===== src/rtl/alu_pkg.sv =====
// Shared encodings for the handshaked ALU: funct3/funct7 decode values and FSM states.
package alu_pkg;

    localparam logic [2:0] F3_ADD    = 3'b000;
    localparam logic [2:0] F3_SLL    = 3'b001;
    localparam logic [2:0] F3_SLT    = 3'b010;
    localparam logic [2:0] F3_SLTU   = 3'b011;
    localparam logic [2:0] F3_XOR    = 3'b100;
    localparam logic [2:0] F3_SRL    = 3'b101;
    localparam logic [2:0] F3_OR     = 3'b110;
    localparam logic [2:0] F3_AND    = 3'b111;

    localparam logic [2:0] F3_MUL    = 3'b000;
    localparam logic [2:0] F3_MULH   = 3'b001;
    localparam logic [2:0] F3_MULHSU = 3'b010;
    localparam logic [2:0] F3_MULHU  = 3'b011;
    localparam logic [2:0] F3_DIV    = 3'b100;
    localparam logic [2:0] F3_DIVU   = 3'b101;
    localparam logic [2:0] F3_REM    = 3'b110;
    localparam logic [2:0] F3_REMU   = 3'b111;

    localparam logic [6:0] F7_BASE   = 7'b0000000;
    localparam logic [6:0] F7_ALT    = 7'b0100000;
    localparam logic [6:0] F7_MULDIV = 7'b0000001;

    typedef enum logic [1:0] {
        IDLE,
        BUSY,
        FIX,
        DONE
    } alu_state_t;

endpackage


===== src/rtl/alu_mdu_seq.sv =====
// Iterative multiply/divide datapath: shift-add multiply, restoring divide, one bit per
// cycle on operand magnitudes, followed by a single sign-fixup cycle flagged by done_o.
module alu_mdu_seq
    import alu_pkg::*;
#(
    parameter int unsigned XLEN = 32
) (
    input  logic            clk,
    input  logic            rst_n,
    input  logic            start_i,
    input  logic [2:0]      op_i,
    input  logic [XLEN-1:0] a_i,
    input  logic [XLEN-1:0] b_i,
    output logic [XLEN-1:0] result_o,
    output logic            done_o
);

    localparam int unsigned CW = $clog2(XLEN);

    logic            busy_q, fix_q, neg_q, dz_q;
    logic [CW-1:0]   cnt_q;
    logic [2:0]      op_q;
    logic [XLEN-1:0] hi_q, lo_q, d_q;

    logic            sa, sb, neg_d;
    logic [XLEN-1:0] mag_a, mag_b;
    logic [XLEN:0]   mul_sum, div_sh, div_diff;
    logic [2*XLEN-1:0] prod, prod_fix;
    logic [XLEN-1:0] quo_fix, rem_fix;

    always_comb begin
        sa    = a_i[XLEN-1] && (op_i inside {F3_MUL, F3_MULH, F3_MULHSU, F3_DIV, F3_REM});
        sb    = b_i[XLEN-1] && (op_i inside {F3_MUL, F3_MULH, F3_DIV, F3_REM});
        mag_a = sa ? -a_i : a_i;
        mag_b = sb ? -b_i : b_i;
        case (op_i)
            F3_MULHSU, F3_REM:           neg_d = sa;
            F3_MULHU, F3_DIVU, F3_REMU:  neg_d = 1'b0;
            default:                     neg_d = sa ^ sb;
        endcase
    end

    always_comb begin
        mul_sum  = {1'b0, hi_q} + (lo_q[0] ? {1'b0, d_q} : '0);
        div_sh   = {hi_q, lo_q[XLEN-1]};
        div_diff = div_sh - {1'b0, d_q};
    end

    // hi_q/lo_q hold {product high, product low} for multiply and {remainder, quotient}
    // for divide; d_q is the multiplicand or divisor magnitude.
    always_ff @(posedge clk or negedge rst_n) begin
        if (!rst_n) begin
            busy_q <= 1'b0;
            fix_q  <= 1'b0;
            neg_q  <= 1'b0;
            dz_q   <= 1'b0;
            cnt_q  <= '0;
            op_q   <= '0;
            hi_q   <= '0;
            lo_q   <= '0;
            d_q    <= '0;
        end else begin
            fix_q <= 1'b0;
            if (start_i) begin
                busy_q <= 1'b1;
                cnt_q  <= CW'(XLEN - 1);
                op_q   <= op_i;
                neg_q  <= neg_d;
                dz_q   <= (b_i == '0);
                hi_q   <= '0;
                lo_q   <= mag_a;
                d_q    <= mag_b;
            end else if (busy_q) begin
                if (op_q[2]) begin
                    if (!div_diff[XLEN]) begin
                        hi_q <= div_diff[XLEN-1:0];
                        lo_q <= {lo_q[XLEN-2:0], 1'b1};
                    end else begin
                        hi_q <= div_sh[XLEN-1:0];
                        lo_q <= {lo_q[XLEN-2:0], 1'b0};
                    end
                end else begin
                    {hi_q, lo_q} <= {mul_sum, lo_q[XLEN-1:1]};
                end
                cnt_q <= cnt_q - CW'(1);
                if (cnt_q == '0) begin
                    busy_q <= 1'b0;
                    fix_q  <= 1'b1;
                end
            end
        end
    end

    // Signed divide by zero must still yield all ones, so it bypasses the sign fixup.
    always_comb begin
        prod     = {hi_q, lo_q};
        prod_fix = neg_q ? -prod : prod;
        quo_fix  = dz_q ? '1 : (neg_q ? -lo_q : lo_q);
        rem_fix  = neg_q ? -hi_q : hi_q;
        case (op_q)
            F3_MUL:                        result_o = prod_fix[XLEN-1:0];
            F3_MULH, F3_MULHSU, F3_MULHU:  result_o = prod_fix[2*XLEN-1:XLEN];
            F3_DIV, F3_DIVU:               result_o = quo_fix;
            default:                       result_o = rem_fix;
        endcase
    end

    assign done_o = fix_q;

endmodule


===== src/rtl/alu_seq.sv =====
// Handshaked RV32I/RV64I register-register ALU with registered result and back-pressure.
// Define ALU_MDU_EN to add the iterative M-extension multiply/divide unit.
module alu_seq
    import alu_pkg::*;
#(
    parameter int unsigned XLEN = 32
) (
    input  logic            clk,
    input  logic            rst_n,
    input  logic            in_valid,
    output logic            in_ready,
    input  logic [XLEN-1:0] x,
    input  logic [XLEN-1:0] y,
    input  logic [2:0]      funct3,
    input  logic [6:0]      funct7,
    output logic            out_valid,
    input  logic            out_ready,
    output logic [XLEN-1:0] out
);

    localparam int unsigned SHW = $clog2(XLEN);

    alu_state_t      state_q;
    logic [XLEN-1:0] out_q;
    logic            out_valid_q;

    logic            accept, f7_md, alt;
    logic [SHW-1:0]  sh;
    logic [XLEN-1:0] base_d;

    assign in_ready  = (state_q == IDLE) || (state_q == DONE && out_ready);
    assign accept    = in_valid && in_ready;
    assign out       = out_q;
    assign out_valid = out_valid_q;

    // funct7 == F7_MULDIV already has bit 5 clear; the extra term only keeps decode explicit.
    assign f7_md = (funct7 == F7_MULDIV);
    assign alt   = funct7[5] && !f7_md;
    assign sh    = y[SHW-1:0];

    always_comb begin
        base_d = '0;
        case (funct3)
            F3_ADD:  base_d = alt ? (x - y) : (x + y);
            F3_SLL:  base_d = x << sh;
            F3_SLT:  base_d = {{(XLEN-1){1'b0}}, ($signed(x) < $signed(y))};
            F3_SLTU: base_d = {{(XLEN-1){1'b0}}, (x < y)};
            F3_XOR:  base_d = x ^ y;
            F3_SRL: begin
                if (alt) base_d = $signed(x) >>> sh;
                else     base_d = x >> sh;
            end
            F3_OR:   base_d = x | y;
            default: base_d = x & y;
        endcase
    end

`ifdef ALU_MDU_EN
    logic            is_m;
    logic [SHW-1:0]  cnt_q;
    logic [XLEN-1:0] mdu_res;
    logic            mdu_done;

    assign is_m = f7_md;

    alu_mdu_seq #(.XLEN(XLEN)) u_mdu (
        .clk      (clk),
        .rst_n    (rst_n),
        .start_i  (accept && is_m),
        .op_i     (funct3),
        .a_i      (x),
        .b_i      (y),
        .result_o (mdu_res),
        .done_o   (mdu_done)
    );
`endif

    always_ff @(posedge clk or negedge rst_n) begin
        if (!rst_n) begin
            state_q     <= IDLE;
            out_q       <= '0;
            out_valid_q <= 1'b0;
`ifdef ALU_MDU_EN
            cnt_q       <= '0;
`endif
        end else if (accept) begin
`ifdef ALU_MDU_EN
            if (is_m) begin
                state_q     <= BUSY;
                cnt_q       <= SHW'(XLEN - 1);
                out_valid_q <= 1'b0;
            end else
`endif
            begin
                state_q     <= DONE;
                out_q       <= base_d;
                out_valid_q <= 1'b1;
            end
        end else begin
            case (state_q)
`ifdef ALU_MDU_EN
                BUSY: begin
                    cnt_q <= cnt_q - SHW'(1);
                    if (cnt_q == '0) state_q <= FIX;
                end
                FIX: begin
                    if (mdu_done) begin
                        out_q       <= mdu_res;
                        out_valid_q <= 1'b1;
                        state_q     <= DONE;
                    end
                end
`endif
                DONE: begin
                    if (out_ready) begin
                        state_q     <= IDLE;
                        out_valid_q <= 1'b0;
                    end
                end
                default: ;
            endcase
        end
    end

endmodule


===== config.mk =====
export PLATFORM = sky130hd
export DESIGN_NAME = alu_seq
export DESIGN_NICKNAME = d
export VERILOG_FILES = /design/src/rtl/alu_pkg.sv /design/src/rtl/alu_mdu_seq.sv /design/src/rtl/alu_seq.sv
export SDC_FILE = /design/constraint.sdc
export NUM_CORES = 1
export LEC_CHECK = 0
export CORE_UTILIZATION = 50
export DETAILED_ROUTE_END_ITERATION = 7
export PLACE_DENSITY = 0.72
export SETUP_SLACK_MARGIN = 0.3
export SKIP_CTS_REPAIR_TIMING = 1
export SYNTH_ARGS = -nofsm -noshare
export SYNTH_HDL_FRONTEND = slang
export SYNTH_SLANG_ARGS = --single-unit
export TNS_END_PERCENT = 1

===== constraint.sdc =====
create_clock -name clk -period 3.93 [get_ports clk]
set_input_delay 0.5895 -clock clk [delete_from_list [all_inputs] [get_ports clk]]
set_output_delay 0.5895 -clock clk [all_outputs]
set_load 0.03 [all_outputs]

* After elaboration in Yosys (flattened, before gate mapping)
Cells that the tools add are included.
** Storage, ports and cells
- Output and inout bits :: 34
- Input bits :: 78
- Register bits :: 35
- Logic and storage cells :: 40
** Operators by class
- Shifts and indexed selects :: 3
- Muxes and demuxes :: 9
- Reduce and logical (&&, ||, !) cells :: 10
- Bitwise operators :: 3
- Equal/unequal tests :: 8
- $add $sub $neg :: 2
- $lt $le $gt $ge :: 2
** Operator list (number)
- $pmux 32 s7 :: 1
- $lt 32x32->1 :: 2
- $mux 32 :: 2
- $add 32x32->32 :: 1
- $and 32x32->32 :: 1
- $or 32x32->32 :: 1
- $shl 32x5->32 :: 1
- $shr 32x5->32 :: 1
- $sshr 32x5->32 :: 1
- $sub 32x32->32 :: 1
- $xor 32x32->32 :: 1
- $eq 3x3->1 const B :: 3
- $eq 7x1->1 const B :: 1
- $eq 3x2->1 const B :: 2
- $mux 2 :: 3
- $reduce_bool 2->1 :: 2
- $eq 3x1->1 const B :: 1
- $logic_and 1x1->1 :: 3
- $logic_not 3->1 :: 1
- $mux 1 :: 3
- $eq 2x2->1 const B :: 1
- $logic_not 2->1 :: 1
- $reduce_and 2->1 :: 1
- $logic_not 1->1 :: 1
- $logic_or 1x1->1 :: 1

* Logic depth before layout (Yosys ltp)
- Depth in word-level cells :: 6
- Gate-level depth with buffers :: 14
- Mapped depth without buffers :: 12

* Least setup slack after synthesis
OpenSTA, ideal clock, no wires.
- Kind :: input-to-reg
- From :: input y[2]
- To :: register out_q[31] (netlist: out[31])
- Library setup time :: 0.094 ns
- Path buffers :: 3
- Stages on the path :: 14
- Data required time :: 3.836 ns
- Path slack :: 0.224 ns
- Arrival time :: 3.612 ns
- Cell sequence :: clkinv_1 > buf_1 > clkbuf_1 > ha_1 > buf_4 > o211ai_1 > o21ai_1 > o311ai_1 > nand4_1 > nand3b_1 > nand2_1 > mux2_2 > o2111a_1 > a211oi_1
** Between the ends
- Longest elaborated chain between the ends :: 3
- Elaborated cells between the ends (all ways) :: 8
- Classes of those cells :: 2 x add/sub; 3 x shift; 3 x mux
** Ends and longest elaborated chain
- from (decl) :: line alu_seq.sv:13 : input logic [XLEN-1:0] y,
- $add 32x32->32 (tied with other cells) :: line alu_seq.sv:44 : F3_ADD: base_d = alt ? (x - y) : (x + y);
- $mux 32, on equally long branches :: line alu_seq.sv:44, alu_seq.sv:50
- $pmux 32 s7 * :: line alu_seq.sv:43 : case (funct3)
- to (signal assigned) :: line alu_seq.sv:96 : out_q <= base_d;
- to (decl) :: line alu_seq.sv:24 : logic [XLEN-1:0] out_q;
Mark *: on every way between the ends. The rest lies on a longest branch, timed or not.
A chain may end at the register's enable or synchronous reset.

* Worst setup path in the final report
- From :: input x[13]
- To :: register out_q[28] (netlist: out[28])
** Between the ends
- Longest elaborated chain between the ends :: 3
- Elaborated cells between the ends (all ways) :: 8
- Classes of those cells :: 2 x add/sub; 3 x shift; 3 x mux
** Ends and longest elaborated chain
- from (decl) :: line alu_seq.sv:12 : input logic [XLEN-1:0] x,
- $add 32x32->32 (tied with other cells) :: line alu_seq.sv:44
- $mux 32, on equally long branches :: line alu_seq.sv:44, alu_seq.sv:50
- $pmux 32 s7 * :: line alu_seq.sv:43
Marks and branches as above.

==> out/qor.txt <==
Multiplexer area fraction after synthesis: 16.67%
Final worst-path cycle share: 92.80%
Number of rows in the core area: 50
Initial antenna violation count: 0
Buffers from clock root to sink, at most: 2
#FFs+latches synth: 33
Slew of the pin with the lowest slew margin: 0.8816 ns
Number of detailed-route iterations in the first pass: 8
Skew final: 0.006870 ns
Chip Width: 142.1 µm
DR vias/cell: 6.870
Per-cell routed wire length: 25.80 µm
Die Outline Area: 20190 µm²
Storage cell area: 825.8 µm²
Xor and xnor area share after synthesis: 2.232%
Maximum number of pins on one net before global-route repair: 84
Leakage power: 0.005093 µW
Final setup violating endpoints: 0
Asr flop ratio synth: 100.0%
Pre-CTS worst setup slack: -0.08412 ns
Die height: 142.1 µm
Hold Worst Slack: 0.4136 ns
CTS tree: built
Max-cap viol count: 0
Yosys synthesis warning count: 0
Final critical-path required period: 3.647 ns
Post-synthesis area per instance: 7.300 µm²
Simple logic cell fraction of the synthesized area: 16.17%
Most common cell in the synthesized netlist: sky130_fd_sc_hd__a21oi_1
Final RePlAce weighted congestion: 1.077
Area share of the largest cell type after synthesis: 12.37%
Crit path setup slack, layout: 0.2831 ns
CTS clock-pin slew for the worst setup and hold paths: 0.07 ns
Slew headroom: 41.23%
Multi-input gate area: 8152 µm²
IO buf count: 105
Post-synth design cell area: 9811 µm²
Initial Util: 51.76%
Via count of the first global-routing pass: 11064
Filler cells: 1753
Setup TNS Final: 0 ns
Count of antenna-violating nets left after detailed routing: 0
Total count of max-transition violations in the final report: 0
Post-synthesis compound-gate area fraction: 34.15%
Routed Wire Length: 45170 µm
Count of antenna diodes in the layout: 0
Maximum vdd ir drop: 0.0001890 V
Count of unresolved DRC violations after routing: 0
Overall track demand over capacity in global routing: 44.29%
Critical path capture point type: flop
Most common flop cell mapped by yosys: sky130_fd_sc_hd__dfrtp_1
CTS sink cnt: 33
Starting DRT DRC Count: 1695
Area added between synthesis and finish: 21.66%
Maximum level of the CTS H-tree: 2
Biggest area contributors in the synthesized netlist: sky130_fd_sc_hd__ha_1 12%, sky130_fd_sc_hd__mux4_2 11%, sky130_fd_sc_hd__a21oi_1 9.7%
Number of clock buffers inserted by TritonCTS: 5
Class of the worst hold path: in2async
CP startpoint kind: input port
Largest fanout of any net on the critical path: 6
Unrepaired setup endpoints after global routing: yes
Number of hold-slack violations in the final timing report: 0
Run status: completed
Net count after synthesis: 1521
Worst reg2reg path startpoint: state_q[0]
Total overflow reported by the global router: 0
Post-synthesis cell type with the largest combined area: sky130_fd_sc_hd__ha_1
Number of nets in the finished design: 1667
Top Ports: 112
Achievable clock frequency: 274.2 MHz
Combinational family with the most area after synthesis: compound AO/OA/AOI/OAI gates
Placed wire-length estimate after detailed placement: 34820 µm
Commonest cells in the synthesized netlist: 190 x sky130_fd_sc_hd__a21oi_1, 134 x sky130_fd_sc_hd__nor2_1, 98 x sky130_fd_sc_hd__inv_1, 98 x sky130_fd_sc_hd__nand2_1, 97 x sky130_fd_sc_hd__ha_1
Power density cells: 233.9 nW/µm²
CTS Root Cell: sky130_fd_sc_hd__clkbuf_16
Data required time of the worst path: 4.10 ns
Area share of fa/ha/maj cells after synthesis: 12.78%
Fraction of final layout cells with drive strength greater than 1: 17.17%
Share of the yosys chip area belonging to registers: 8.417%
Skew-Pair Late Insertion Delay: 0.29 ns
Number of synthesized flops with an enable pin: 0
Overall via count from detail_route: 12029
Worst EP arrival: 3.81 ns
Core footprint: 18960 µm²
Critical path start-end classification: in2reg
Post-route total power: 2792 µW
Wire length of the first global-routing pass: 66900 µm
Yosys cell types: 78
CP Launch Point: x[13]
Gate Count Post-Synth: 1344
cell type report:
class                   count  area share [%]
flip-flops and latches     33           6.919
inverters                 101           3.176
clock inverters             2         0.08387
clock buffers               6           1.080
multi-input cells        1102           68.30
repair buffers            247           17.72
well taps                 260           2.726
metal layers:
| layer | global-route usage [%] | routed length [µm] | up-vias | part of all wire, % |
|---|---|---|---|---|
| li1 | - | - | 5314 | - |
| met1 | 54.81 | 16790 | 5591 | 37 |
| met2 | 70.30 | 19890 | 912 | 44 |
| met3 | 6.225 | 4490 | 212 | 9.9 |
| met4 | 32.77 | 4000 | 0 | 8.9 |
| met5 | 0 | 0 | - | 0 |
sequential cells by signal (all words and copies together), names as in the netlist:
register / count
state_q: 1
out: 32
logic make-up after synthesis:
family	count (synthesis)
flip-flops	33
multiplexers	101
buffers and inverters	209
adder cells (fa/ha/maj)	99
AND/OR/NAND/NOR	354
XOR/XNOR	25
AO/OA/AOI/OAI	523
final timing paths:
check	to	slack [ns]	cells past startpoint
worst min-delay path	out[25]	0.41	1
min in group clk	out[12]	0.48	2
worst max-delay path	out[28]	0.28	12
worst max register to register	out[29]	1.69	7
max in group asynchronous	out[13]	2.96	1
worst min register to register	out[12]	0.48	2
report_power, final:
part	leakage (µW)	total (µW)	internal, µW	switching [µW]
Clock	0.0000706	409	234	176
Sequential	0.000391	442	401	40.9
Combinational	0.00463	1940	784	1160
placed cells by master (no fill, tap or decap), types with 4 or more instances in the layout:
| cell type | synthesis | layout |
|---|---|---|
| sky130_fd_sc_hd__mux2i_1 | 43 | 43 |
| sky130_fd_sc_hd__a311oi_1 | 5 | 5 |
| sky130_fd_sc_hd__clkbuf_16 | 0 | 5 |
| sky130_fd_sc_hd__a21oi_1 | 190 | 188 |
| sky130_fd_sc_hd__mux4_2 | 49 | 49 |
| sky130_fd_sc_hd__a221oi_1 | 13 | 13 |
| sky130_fd_sc_hd__dfrtp_1 | 33 | 33 |
| sky130_fd_sc_hd__clkdlybuf4s50_1 | 0 | 99 |
| sky130_fd_sc_hd__nand3_1 | 19 | 19 |
| sky130_fd_sc_hd__a211oi_2 | 2 | 5 |
| sky130_fd_sc_hd__o22ai_1 | 30 | 30 |
| sky130_fd_sc_hd__nor2b_1 | 4 | 4 |
| sky130_fd_sc_hd__nor3_1 | 37 | 35 |
| sky130_fd_sc_hd__nand4_1 | 7 | 7 |
| sky130_fd_sc_hd__a21o_1 | 10 | 10 |
| sky130_fd_sc_hd__ha_1 | 97 | 95 |
| sky130_fd_sc_hd__a31oi_1 | 15 | 15 |
| sky130_fd_sc_hd__a211oi_1 | 30 | 26 |
| sky130_fd_sc_hd__a22o_1 | 4 | 4 |
| sky130_fd_sc_hd__nor4_1 | 10 | 9 |
| sky130_fd_sc_hd__a211o_1 | 7 | 7 |
| sky130_fd_sc_hd__mux2_2 | 9 | 9 |
| sky130_fd_sc_hd__o221ai_1 | 17 | 17 |
| sky130_fd_sc_hd__o211ai_1 | 21 | 21 |
| sky130_fd_sc_hd__or2_2 | 6 | 6 |
| sky130_fd_sc_hd__nand2_1 | 98 | 97 |
| sky130_fd_sc_hd__o211a_1 | 4 | 4 |
| sky130_fd_sc_hd__buf_4 | 4 | 141 |
| sky130_fd_sc_hd__xnor2_1 | 22 | 22 |
| sky130_fd_sc_hd__o311ai_0 | 6 | 5 |
| sky130_fd_sc_hd__nor2_1 | 134 | 134 |
| sky130_fd_sc_hd__inv_1 | 98 | 98 |
| sky130_fd_sc_hd__o21a_1 | 5 | 5 |
| sky130_fd_sc_hd__buf_2 | 14 | 5 |
| sky130_fd_sc_hd__or3_1 | 9 | 9 |
| sky130_fd_sc_hd__nand2b_1 | 13 | 12 |
| sky130_fd_sc_hd__o31ai_1 | 19 | 19 |
| sky130_fd_sc_hd__o21ai_0 | 94 | 94 |
| sky130_fd_sc_hd__o21bai_1 | 10 | 10 |
| sky130_fd_sc_hd__a21oi_2 | 2 | 4 |
critical path: stages:
cell	delay [ns]
sky130_fd_sc_hd__clkdlybuf4s50_1	0.48
sky130_fd_sc_hd__inv_1	0.18
sky130_fd_sc_hd__ha_1	0.46
sky130_fd_sc_hd__inv_1	0.15
sky130_fd_sc_hd__a21o_2	0.27
sky130_fd_sc_hd__or2_2	0.34
sky130_fd_sc_hd__o311ai_4	0.14
sky130_fd_sc_hd__a21oi_2	0.15
sky130_fd_sc_hd__a221o_2	0.44
sky130_fd_sc_hd__a221oi_4	0.34
sky130_fd_sc_hd__xnor2_1	0.16
sky130_fd_sc_hd__o22ai_1	0.10
stage by stage:
stage,util [%],area [µm²],instances
2_1_floorplan,-,9812,1344
3_3_place_gp,61.66,11690,1742
3_5_place_dp,61.66,11690,1742
4_1_cts,62.39,11830,1750
5_1_grt,62.96,11940,1751
6_report,62.96,11940,1751
(Power assumes the default switching activity.)
